[src/rtl/iter_shifter_pkg.sv]
// rtl/iter_shifter_pkg.sv - shared mode constants and FSM state encodings for iter_shifter
package iter_shifter_pkg;

    localparam logic [1:0] MODE_SLL  = 2'b00;
    localparam logic [1:0] MODE_SRL  = 2'b01;
    localparam logic [1:0] MODE_SRA  = 2'b10;
    localparam logic [1:0] MODE_ROTL = 2'b11;

    typedef enum logic [1:0] {
        S_IDLE = 2'b00,
        S_RUN  = 2'b01,
        S_DONE = 2'b10
    } state_t;

endpackage

[src/rtl/iter_shifter_stage.sv]
// rtl/iter_shifter_stage.sv - combinational single logarithmic stage: shift data by 2^k per mode
import iter_shifter_pkg::*;

module shift_stage #(
    parameter int WIDTH   = 32,
    parameter int SHAMT_W = $clog2(WIDTH),
    parameter int K_W     = $clog2(SHAMT_W)
) (
    input  logic [WIDTH-1:0] data,
    input  logic [1:0]       mode,
    input  logic [K_W-1:0]   k,
    output logic [WIDTH-1:0] shifted
);

    // One extra bit so WIDTH itself is representable for the rotate back-shift.
    localparam int AMT_W = SHAMT_W + 1;
    localparam logic [AMT_W-1:0] WIDTH_A = AMT_W'(WIDTH);

    logic [AMT_W-1:0] amt;
    logic [AMT_W-1:0] rot_back;

    always_comb begin
        amt      = AMT_W'(1) << k;
        rot_back = WIDTH_A - amt;
        shifted  = data;
        case (mode)
            MODE_SLL:  shifted = data << amt;
            MODE_SRL:  shifted = data >> amt;
            MODE_SRA:  shifted = $signed(data) >>> amt;
            MODE_ROTL: shifted = (data << amt) | (data >> rot_back);
            default:   shifted = data;
        endcase
    end

endmodule

[src/rtl/iter_shifter.sv]
// rtl/iter_shifter.sv - multi-cycle shifter applying one log stage per cycle with start/done handshake
import iter_shifter_pkg::*;

module iter_shifter #(
    parameter int WIDTH   = 32,
    parameter int SHAMT_W = $clog2(WIDTH)
) (
    input  logic               clk,
    input  logic               reset,
    input  logic               start,
    input  logic [1:0]         mode,
    input  logic [WIDTH-1:0]   operand,
    input  logic [SHAMT_W-1:0] shamt,
    output logic               busy,
    output logic               done,
    output logic [WIDTH-1:0]   result
);

    localparam int K_W = $clog2(SHAMT_W);
    localparam logic [K_W-1:0] K_LAST = K_W'(SHAMT_W - 1);

    state_t             state;
    state_t             state_next;
    logic [WIDTH-1:0]   work;
    logic [WIDTH-1:0]   stage_out;
    logic [WIDTH-1:0]   work_next;
    logic [SHAMT_W-1:0] shamt_reg;
    logic [1:0]         mode_reg;
    logic [K_W-1:0]     k;
    logic               accept;
    logic               last_stage;

    shift_stage #(
        .WIDTH   (WIDTH),
        .SHAMT_W (SHAMT_W),
        .K_W     (K_W)
    ) u_stage (
        .data    (work),
        .mode    (mode_reg),
        .k       (k),
        .shifted (stage_out)
    );

    assign work_next  = shamt_reg[k] ? stage_out : work;
    assign last_stage = (k == K_LAST);
    // A start is honoured whenever the block is not mid-operation, including the done cycle.
    assign accept     = start && (state != S_RUN);
    assign busy       = (state == S_RUN);
    assign done       = (state == S_DONE);

    always_ff @(posedge clk or posedge reset) begin
        if (reset) begin
            state <= S_IDLE;
        end else begin
            state <= state_next;
        end
    end

    always_comb begin
        state_next = state;
        case (state)
            S_IDLE:  if (start) state_next = S_RUN;
            S_RUN:   if (last_stage) state_next = S_DONE;
            S_DONE:  state_next = start ? S_RUN : S_IDLE;
            default: state_next = S_IDLE;
        endcase
    end

    always_ff @(posedge clk or posedge reset) begin
        if (reset) begin
            work      <= '0;
            shamt_reg <= '0;
            mode_reg  <= '0;
            k         <= '0;
            result    <= '0;
        end else if (accept) begin
            work      <= operand;
            shamt_reg <= shamt;
            mode_reg  <= mode;
            k         <= '0;
        end else if (state == S_RUN) begin
            work <= work_next;
            k    <= k + 1'b1;
            if (last_stage) begin
                result <= work_next;
            end
        end
    end

endmodule

[config.mk]
export PLATFORM = sky130hd
export DESIGN_NAME = iter_shifter
export DESIGN_NICKNAME = d
export VERILOG_FILES = /design/src/rtl/iter_shifter_pkg.sv /design/src/rtl/iter_shifter_stage.sv /design/src/rtl/iter_shifter.sv
export SDC_FILE = /design/constraint.sdc
export NUM_CORES = 1
export LEC_CHECK = 0
export ABC_AREA = 1
export BUFFER_PORTS_ARGS = -buffer_cell sky130_fd_sc_hd__buf_2
export CAP_MARGIN = 10
export CORE_ASPECT_RATIO = 1.1
export CORE_UTILIZATION = 45
export CTS_BUF_LIST = sky130_fd_sc_hd__clkbuf_2
export CTS_CLUSTER_DIAMETER = 200
export CTS_CLUSTER_SIZE = 14
export DETAILED_ROUTE_END_ITERATION = 8
export HOLD_SLACK_MARGIN = 0.12
export PLACE_DENSITY = 0.75
export SETUP_SLACK_MARGIN = 0.02
export SLEW_MARGIN = 20
export SYNTH_ARGS = -nofsm -noshare
export SYNTH_HDL_FRONTEND = slang
export SYNTH_SLANG_ARGS = --single-unit
[constraint.sdc]
create_clock -name clk -period 5.45 [get_ports clk]
set_clock_uncertainty 0.15 [all_clocks]
set_input_delay 0.2725 -clock clk [delete_from_list [all_inputs] [get_ports clk]]
set_output_delay 0.2725 -clock clk [all_outputs]
set_load 0.05 [all_outputs]
==> results.sh <==
export IMPL_drtIter0Drc=1620
export IMPL_critPathKind="flop to flop"
export IMPL_placedCellCount=2061
export IMPL_synth_warnings=0
export IMPL_postRouteWirelength_um=48280
export IMPL_outcome="finished, final reports clean"
export IMPL_synth_distinct_cells=37
export IMPL_setup_tns_ps=0
export IMPL_die_w_um=141.4
export IMPL_path_clk_slew_ps=250
export IMPL_synth_area_leaders="nand2_1, nand3_1, dfrtp_1"
export IMPL_hold_class="input port to flop"
export IMPL_async_flop_share_pct=100.0
export IMPL_grt_overflow=0
export IMPL_finalSetupViolations=0
export IMPL_grt_usage_pct=44.44
export IMPL_worst_path_max_fanout=59
export IMPL_cts_tree="yes"
export IMPL_num_vias=13013
export IMPL_ant_nets=0
export IMPL_end_kind="flop"
export IMPL_setup_slack_ps=1302
export IMPL_finalCritPeriodShare_pct=76.11
export IMPL_cts_setup_buffers=0
export IMPL_vias_per_cell=6.130
export IMPL_final_layout_size_suffix_gt1_share_pct=10.07
export IMPL_dr_pass1_iters=6
export IMPL_cts_root_buf="clkbuf_2"
export IMPL_cts_max_level=3
export IMPL_yosysMostFrequentCell="nand2_1"
export IMPL_area_growth_pct=10.15
export IMPL_slew_viol_final=0
export IMPL_core_area_um2=20780
export IMPL_ys_ff_latch=76
export IMPL_worstMarginPinSlew_ps=1098
export IMPL_max_cap_violations=0
export IMPL_grt_pass1_wl_um=72180
export IMPL_hpwl_um=35850
export IMPL_dieHeight_um=155.4
export IMPL_hold_depth=3
export IMPL_first_global_vias=11802
export IMPL_synth_top_area_cell="nand2_1"
export IMPL_hold_viol=0
export IMPL_syn_cell_area_um2=9625
export IMPL_cp_required_ps=5780
export IMPL_synth_edf_count=0
export IMPL_start_util_pct=46.32
export IMPL_synth_nets=1835
export IMPL_drc=0
export IMPL_seq_area_frac_synth_pct=19.76
export IMPL_dieArea_um2=21980
export IMPL_yosys_top_cells_count="nand2_1, nand3_1, inv_1, dfrtp_1, o21ai_0"
export IMPL_clk_path_buf_depth=2
export IMPL_clock_sinks=76
export IMPL_fmax_ghz=0.2411
export IMPL_layout_cells_non_filler=2123
export IMPL_period_needed_ps=4148
export IMPL_cts_made_buffers=9
export IMPL_io_buffers=75
export IMPL_nets=1879
export IMPL_cp_start_kind="flop"
export IMPL_yosysTopAreaCellShare_pct=29.40
export IMPL_synthCells=1788
export IMPL_rows=55
export IMPL_syn_area_per_cell_um2=5.383
export IMPL_dp_slack_ps=1448
export IMPL_ys_flop_type="dfrtp_1"
export IMPL_grt_max_degree=69
export IMPL_gp_congestion=0.9937
export IMPL_rsz0062_at_grt="false"
export IMPL_avgRoutedWirePerCell_um=22.74
export IMPL_ff2ff_path_depth=15
export IMPL_worst_ep_arrival_time_ps=4470
export IMPL_antenna_found_initial=2
export IMPL_io_pins=76
export IMPL_maxSlewHeadroom_pct=26.65
export IMPL_clk_latency_ps=550
## cells by family (layout without fill, tap and decap cells)
| kind of cell | Yosys count | in the layout | share of synthesized area [%] |
|---|---|---|---|
| other | 0 | 1 | 0 |
| adder cells (fa/ha/maj) | 5 | 5 | 0.6499 |
| multiplexers | 6 | 6 | 0.7019 |
| flip-flops | 76 | 76 | 19.76 |
| buffers and inverters | 240 | 289 | 10.80 |
| AO/OA/AOI/OAI | 168 | 168 | 9.684 |
| AND/OR/NAND/NOR | 1293 | 1293 | 58.40 |
## critical path, cell delays in order, from the launching register on
cell     delay, ps
dfrtp_1        470
inv_1          150
ha_1           350
nand2_4        490
nand2_4        290
nand2_1        600
nand2_1        330
nand2_1         90
nand2_1         80
nand3_1        130
nand3_1        260
o21ai_1        110
nor2_1         210
nand3_1        190
nand3_1        110
nand2_1         50
## layer usage
layer	up-vias	GRT usage (%)	wire length [µm]
li1	5944	-	-
met1	6070	55.76	18450
met2	828	69.75	21180
met3	171	9.695	5276
met4	0	26.98	3366
met5	-	0	0
## stage by stage
stage                     hold slack (ps)  util, %  area [µm²]
after floorplan                     273.1        -        9625
after global placement              16.30    48.14       10000
after detailed placement            26.94    48.14       10000
after CTS                           294.4    51.01       10600
after global routing                288.8    51.02       10600
final                               313.2    51.02       10600
## final cells by class
type                       instances  area, µm²
fill                            2324      10180
multi-input combinational       1472       6704
sequential                        76       1902
timing repair buffer             139      980.9
inverter                         134      511.7
tap                              285      356.6
clock inverter                     7      100.1
clock buffer                       9      45.04
antenna                            1      2.502
## final timing paths
check                           start     endpoint  slack [ps]
max                              k[1]   result[19]        1300
min                           mode[1]  mode_reg[1]         310
max reg2reg                      k[1]   result[19]        1300
min reg2reg                result[21]   result[21]         360
max in group asynchronous       reset   result[10]        3410
min in group asynchronous       reset         k[1]         610
## repair_timing
action                                 CTS  global route
hold buffers                            45             0
endpoints found under the hold margin  116             0
gates resized for setup                  0             0
## placed cells by master, fill, tap and decap left out, types with 5 or more instances in the layout
| master | Yosys | final |
|---|---|---|
| inv_2 | 17 | 19 |
| nor3_1 | 6 | 6 |
| nand3_1 | 420 | 420 |
| dlygate4sd3_1 | 0 | 45 |
| dfrtp_1 | 76 | 76 |
| nand4_1 | 11 | 11 |
| o21ai_0 | 58 | 58 |
| o22ai_1 | 5 | 5 |
| nand2_1 | 754 | 753 |
| buf_2 | 39 | 75 |
| buf_4 | 8 | 18 |
| nor2_1 | 55 | 53 |
| nor2_2 | 6 | 6 |
| o211ai_1 | 23 | 23 |
| nand3b_1 | 6 | 6 |
| o21ai_1 | 27 | 27 |
| mux2_2 | 6 | 6 |
| nand2_4 | 6 | 6 |
| nand2_2 | 18 | 19 |
| inv_1 | 113 | 110 |
| a21oi_1 | 44 | 44 |
| clkbuf_2 | 0 | 9 |
Power is not shown: default switching activity piles up to over one toggle a cycle in this logic, so the estimate is an artifact.
